$ cat src/rtl/uart_rx_depacketiser_if.sv
// ============================================================================
// Module   : uart_rx_depacketiser_if
// Brief    : Byte-in / payload-out bundle of the UART RX depacketiser.
// Revision : 1.0 - initial release
// ============================================================================
`default_nettype none

interface uart_rx_depacketiser_if;
  logic [7:0] ipRxData;
  logic       ipRxValid;
  logic       opValid;
  logic       opSoP;
  logic       opEoP;
  logic [7:0] opDestination;
  logic [7:0] opSource;
  logic [7:0] opLength;
  logic [7:0] opData;
  logic       opError;

  // master: the UART / packet consumer side
  modport master (
    output ipRxData, ipRxValid,
    input  opValid, opSoP, opEoP, opDestination, opSource, opLength, opData, opError
  );

  // slave: the depacketiser itself
  modport slave (
    input  ipRxData, ipRxValid,
    output opValid, opSoP, opEoP, opDestination, opSource, opLength, opData, opError
  );
endinterface

`default_nettype wire

$ cat src/rtl/uart_rx_depacketiser.sv
// ============================================================================
// Module   : uart_rx_depacketiser
// Brief    : Splits a UART byte stream (55 Dst Src Len payload) into packets.
//            Optional macro UART_RX_DEPACK_ADDR_FILTER_EN drops payload whose
//            Destination differs from ADDRESS.
// Revision : 1.0 - initial release
// ============================================================================
`default_nettype none

module uart_rx_depacketiser #(
  parameter logic [7:0] ADDRESS        = 8'h7A,
  parameter int         TIMEOUT_CYCLES = 50000
) (
  input  wire logic             ipClk,
  input  wire logic             ipReset,
  uart_rx_depacketiser_if.slave bus
);

  localparam logic [2:0] c_IDLE = 3'd0;
  localparam logic [2:0] c_DEST = 3'd1;
  localparam logic [2:0] c_SRC  = 3'd2;
  localparam logic [2:0] c_LEN  = 3'd3;
  localparam logic [2:0] c_DATA = 3'd4;

  localparam logic [7:0] c_SYNC  = 8'h55;
  localparam int         c_GAP_W = $clog2(TIMEOUT_CYCLES + 1);

  logic [2:0]         r_state;
  logic [c_GAP_W-1:0] r_gap;
  logic [7:0]         r_cnt;
  logic               r_first;
  logic               r_valid;
  logic               r_sop;
  logic               r_eop;
  logic               r_err;
  logic [7:0]         r_dest;
  logic [7:0]         r_src;
  logic [7:0]         r_len;
  logic [7:0]         r_data;
  logic               w_pass;
  logic               w_timeout;

`ifdef UART_RX_DEPACK_ADDR_FILTER_EN
  assign w_pass = (r_dest == ADDRESS);
`else
  // Every packet is forwarded; the compare is constant-folded away.
  assign w_pass = (r_dest == ADDRESS) | 1'b1;
`endif

  // A byte landing on the expiry cycle wins over the timeout.
  assign w_timeout = (r_state != c_IDLE) && !bus.ipRxValid &&
                     (r_gap == c_GAP_W'(TIMEOUT_CYCLES));

  always_ff @(posedge ipClk) begin
    if (!ipReset) begin
      r_state <= c_IDLE;
      r_gap   <= '0;
      r_cnt   <= '0;
      r_first <= 1'b0;
      r_valid <= 1'b0;
      r_sop   <= 1'b0;
      r_eop   <= 1'b0;
      r_err   <= 1'b0;
      r_dest  <= '0;
      r_src   <= '0;
      r_len   <= '0;
      r_data  <= '0;
    end else begin
      r_valid <= 1'b0;
      r_sop   <= 1'b0;
      r_eop   <= 1'b0;
      r_err   <= 1'b0;
      if (w_timeout) begin
        r_err   <= 1'b1;
        r_state <= c_IDLE;
        r_gap   <= '0;
      end else begin
        if (r_state == c_IDLE || bus.ipRxValid)
          r_gap <= '0;
        else
          r_gap <= r_gap + 1'b1;

        if (bus.ipRxValid) begin
          case (r_state)
            c_IDLE: if (bus.ipRxData == c_SYNC) r_state <= c_DEST;
            c_DEST: begin
              r_dest  <= bus.ipRxData;
              r_state <= c_SRC;
            end
            c_SRC: begin
              r_src   <= bus.ipRxData;
              r_state <= c_LEN;
            end
            c_LEN: begin
              r_len <= bus.ipRxData;
              if (bus.ipRxData == 8'h00) begin
                r_err   <= 1'b1;
                r_state <= c_IDLE;
              end else begin
                r_cnt   <= bus.ipRxData;
                r_first <= 1'b1;
                r_state <= c_DATA;
              end
            end
            c_DATA: begin
              r_valid <= w_pass;
              r_sop   <= w_pass & r_first;
              r_eop   <= w_pass & (r_cnt == 8'd1);
              if (w_pass) r_data <= bus.ipRxData;
              r_first <= 1'b0;
              r_cnt   <= r_cnt - 8'd1;
              if (r_cnt == 8'd1) r_state <= c_IDLE;
            end
            default: r_state <= c_IDLE;
          endcase
        end
      end
    end
  end

  assign bus.opValid       = r_valid;
  assign bus.opSoP         = r_sop;
  assign bus.opEoP         = r_eop;
  assign bus.opError       = r_err;
  assign bus.opDestination = r_dest;
  assign bus.opSource      = r_src;
  assign bus.opLength      = r_len;
  assign bus.opData        = r_data;

endmodule

`default_nettype wire

$ cat src/flat_wrapper.sv
// flat-port wrapper written by rule: the top's interface ports become plain ports
module uart_rx_depacketiser_flat 
#(
  parameter logic [7:0] ADDRESS        = 8'h7A,
  parameter int         TIMEOUT_CYCLES = 50000
)
  (ipClk, ipReset, bus_ipRxData, bus_ipRxValid, bus_opValid, bus_opSoP, bus_opEoP, bus_opDestination, bus_opSource, bus_opLength, bus_opData, bus_opError);
  uart_rx_depacketiser_if bus_i ();
  input  wire logic ipClk;
  input  wire logic ipReset;
  input wire logic [$bits(bus_i.ipRxData)-1:0] bus_ipRxData;
  input wire logic [$bits(bus_i.ipRxValid)-1:0] bus_ipRxValid;
  output wire logic [$bits(bus_i.opValid)-1:0] bus_opValid;
  output wire logic [$bits(bus_i.opSoP)-1:0] bus_opSoP;
  output wire logic [$bits(bus_i.opEoP)-1:0] bus_opEoP;
  output wire logic [$bits(bus_i.opDestination)-1:0] bus_opDestination;
  output wire logic [$bits(bus_i.opSource)-1:0] bus_opSource;
  output wire logic [$bits(bus_i.opLength)-1:0] bus_opLength;
  output wire logic [$bits(bus_i.opData)-1:0] bus_opData;
  output wire logic [$bits(bus_i.opError)-1:0] bus_opError;
  assign bus_i.ipRxData = bus_ipRxData;
  assign bus_i.ipRxValid = bus_ipRxValid;
  assign bus_opValid = bus_i.opValid;
  assign bus_opSoP = bus_i.opSoP;
  assign bus_opEoP = bus_i.opEoP;
  assign bus_opDestination = bus_i.opDestination;
  assign bus_opSource = bus_i.opSource;
  assign bus_opLength = bus_i.opLength;
  assign bus_opData = bus_i.opData;
  assign bus_opError = bus_i.opError;
  uart_rx_depacketiser #(.ADDRESS(ADDRESS), .TIMEOUT_CYCLES(TIMEOUT_CYCLES)) u_core (.ipClk(ipClk), .ipReset(ipReset), .bus(bus_i));
endmodule
$ cat config.mk
export PLATFORM = sky130hd
export DESIGN_NAME = uart_rx_depacketiser_flat
export DESIGN_NICKNAME = d
export VERILOG_FILES = /design/src/rtl/uart_rx_depacketiser_if.sv /design/src/rtl/uart_rx_depacketiser.sv /design/src/flat_wrapper.sv
export SDC_FILE = /design/constraint.sdc
export NUM_CORES = 1
export LEC_CHECK = 0
export ABC_AREA = 1
export CAP_MARGIN = 10
export CORE_ASPECT_RATIO = 0.75
export CORE_MARGIN = 4
export CORE_UTILIZATION = 40
export CTS_CLUSTER_DIAMETER = 200
export DETAILED_ROUTE_END_ITERATION = 7
export MAX_ROUTING_LAYER = met4
export PLACE_DENSITY = 0.72
export SETUP_SLACK_MARGIN = 0.1
export SLEW_MARGIN = 40
export SYNTH_ARGS = -nofsm -noshare
export SYNTH_HDL_FRONTEND = slang
export SYNTH_SLANG_ARGS = --single-unit
$ cat constraint.sdc
create_clock -name ipClk -period 3.7 [get_ports ipClk]
set_input_delay 0.37 -clock ipClk [delete_from_list [all_inputs] [get_ports ipClk]]
set_output_delay 0.37 -clock ipClk [all_outputs]
set_load 0.03 [all_outputs]
==> results_dict.tcl <==
set metrics [dict create \
    powerDensity_nw_per_um2 443 \
    slew_viol_final 0 \
    wl_per_cell_um 13.3 \
    tns_ps 0 \
    place_inst 498 \
    yosys_warnings 0 \
    pwr-share-comb 0.101 \
    num_antenna_cells 0 \
    final_area_um2 3550 \
    synth_mux_area_frac 0 \
    cpPeakStageDelay_ps 410 \
    placed_cell_area_um2 3320 \
    synth_edf_count 0 \
    dieHeight_um 80.6 \
    cts_tree "done" \
    end_kind "flop" \
    hpwl_um 4870 \
    num_rows 26 \
    cts_sinks 64 \
    post_cts_buffers 0 \
    ys_ff_latch 64 \
    cp_top_family "simple AND/OR/NAND/NOR gates" \
    path_cells "inv_2 -> nor3_4 -> nand2_2 -> inv_1 -> nand2_1 -> o21ai_1" \
    vias 2529 \
    antenna_left 0 \
    finalCriticalPeriod_ps 1860 \
    tightest_slew_ps 517 \
    cp-start-kind "flop" \
    synth_top_area_cell "dfxtp_1" \
    synth.most_common_cell "dfxtp_1" \
    min_period_over_period 0.503 \
    coreArea_um2 6830 \
    drc_errors 0 \
    grt_max_degree 44 \
    async_reset_ff_frac 0 \
    cp.arrival_ps 2120 \
    place.gp.congestion 0.875 \
    synth_cells 378 \
    synth_common_cells "dfxtp_1, nor2_1, inv_1" \
    finalHoldViolCount 0 \
    synth_fa_ha_area_frac 0.0178 \
    dpl_worst_slack_ps 1610 \
    drv_cap 0 \
    port-buffer-count 46 \
    yosysTopAreaCellShare 0.456 \
    syn_avg_cell_area_um2 7.44 \
    synthXorXnorAreaFrac 0.0249 \
    cts_buffer_depth 2 \
    sw_frac_of_total 0.268 \
    numCtsBuffers 9 \
    dieArea_um2 8450 \
    grt_pass1_wl_um 11500 \
    clkLatencyLatePin_ps 340 \
    yosysUniqueCellTypes 30 \
    relSlewSlack 0.654 \
    min_path_type "flop to flop" \
    p_clk_frac 0.440 \
    cts.htree.levels 3 \
    status "finished, final reports clean" \
    ctsResizeCount 0 \
    worst_clock_skew_ps 12.3 \
    syn-cell-area_um2 2810 \
    report.final.setup_viol 0 \
    nets 440 \
    drtIter0Drc 239 \
    io_pins 47 \
    crit_fanout 13 \
    antenna_found_initial 0 \
    grt_pass1_vias 2373 \
    fin_cells 514 \
    start_util 0.412 \
    syn_nets 393 \
    synth-main-ff-cell "dfxtp_1" \
    layout_setup_ws_ps 1840 \
    crit_buf_inv 2 \
    criticalPathCategory "flop to flop" \
    leakage_nw 1.33 \
    syn_to_final_growth_pct 26.2 \
    drive_gt1_frac 0.0884 \
    p_switching_w 0.000421 \
    fin_util 0.519 \
    pwr-share-seq 0.460 \
    grt_overflow 0 \
    synth_simple_gate_area_frac 0.258 \
    root_buffer "clkbuf_8" \
    p_int_w 0.00115 \
    cp.required_ps 3960 \
    clk_pin_slew_ps 80 \
    max_clock_freq_ghz 0.538 \
    firstDrtPassIters 5 \
    synth_top_family_by_area "simple AND/OR/NAND/NOR gates" \
    hold_buffers 0 \
    ir_worst_vdd_mv 0.306 \
    fillCellCount 662 \
    rsz0062_at_grt "no" \
    viasPerCell 4.92 \
    synth_area_leaders "dfxtp_1, o21ai_0, nor2_1" \
    grt_use_total 0.174 \
    routed_wl_um 6830 \
    ys_seq_area_frac 0.456 \
    worst_path_max_delay_cell "nor3_4" \
    die_x_um 105 \
    synth_compound_gate_area_share 0.150 \
]
final timing paths:
path | start | to | slack [ps] | depth (start not counted)
worst max-delay path | u_core.r_state[2]$_SDFFE_PP0P_ | u_core.bus.opData[0]$_SDFFE_PN0P_ | 1840 | 6
worst min-delay path | u_core.bus.opSource[2]$_SDFFE_PN0P_ | u_core.bus.opSource[2]$_SDFFE_PN0P_ | 450 | 2
worst max register to register | u_core.r_state[2]$_SDFFE_PP0P_ | u_core.bus.opData[0]$_SDFFE_PN0P_ | 1840 | 6
worst min register to register | u_core.bus.opSource[2]$_SDFFE_PN0P_ | u_core.bus.opSource[2]$_SDFFE_PN0P_ | 450 | 2
routing by layer:
metal | routed length (µm) | global-route usage
met1 | 3450 | 0.230
met4 | 71 | 0.0472
met2 | 2950 | 0.267
met5 | 0 | -
met3 | 369 | 0.0450
per-stage QoR:
step	hold slack, ps	power (W)
2_1_floorplan	416	0.000836
3_3_place_gp	437	0.000892
3_5_place_dp	442	0.000895
4_1_cts	453	0.00158
5_1_grt	467	0.00163
6_report	449	0.00157
layout by cell type, fill, tap and decap left out, drive strengths merged:
master,instances
a21oi,32
o21ai,48
buf,1
xor2,6
o21bai,1
nor2,59
clkinvlp,1
xnor2,2
nand2,51
inv,55
clkdlybuf4s50,46
or2,1
dfxtp,64
ha,4
nor3,6
nand3,32
nand4,7
clkbuf,9
clkinv,2
bufinv,2
a211oi,1
power groups by stage:
stage,registers (W),logic (W),clock network (W)
after CTS,0.000722,0.000159,0.000697
after global routing,0.000725,0.000173,0.000729
after floorplan,0.000762,0.0000733,0
after global placement,0.000737,0.000155,0
after detailed placement,0.000738,0.000157,0
final,0.000722,0.000158,0.000691
worst reg2reg max path, stage by stage, from the launching register on:
cell and delay (ps):
dfxtp_1 380, inv_2 90, nor3_4 410, nand2_2 300
inv_1 140, nand2_1 240, o21ai_1 220
area by class of cell:
type / instances / area [µm²] / share of cell area
clock inverter: 7 / 103 / 0.0289
sequential: 64 / 1280 / 0.361
clock buffer: 9 / 124 / 0.0349
tap: 84 / 105 / 0.0296
inverter: 53 / 199 / 0.0561
multi-input combinational: 250 / 1270 / 0.357
timing repair buffer: 47 / 468 / 0.132
sequential cells by signal (all words and copies together), names as in the netlist:
signal                    cells
u_core.bus.opData             8
u_core.bus.opDestination      8
u_core.bus.opEoP              1
u_core.bus.opError            1
u_core.bus.opLength           8
u_core.bus.opSoP              1
u_core.bus.opSource           8
u_core.bus.opValid            1
u_core.r_cnt                  8
u_core.r_first                1
u_core.r_gap                 16
u_core.r_state                3
logic make-up after synthesis:
family	after synthesis
adder cells (fa/ha/maj)	4
flip-flops	64
AO/OA/AOI/OAI	82
buffers and inverters	64
XOR/XNOR	8
AND/OR/NAND/NOR	156
Power figures use the tool's default switching activity.
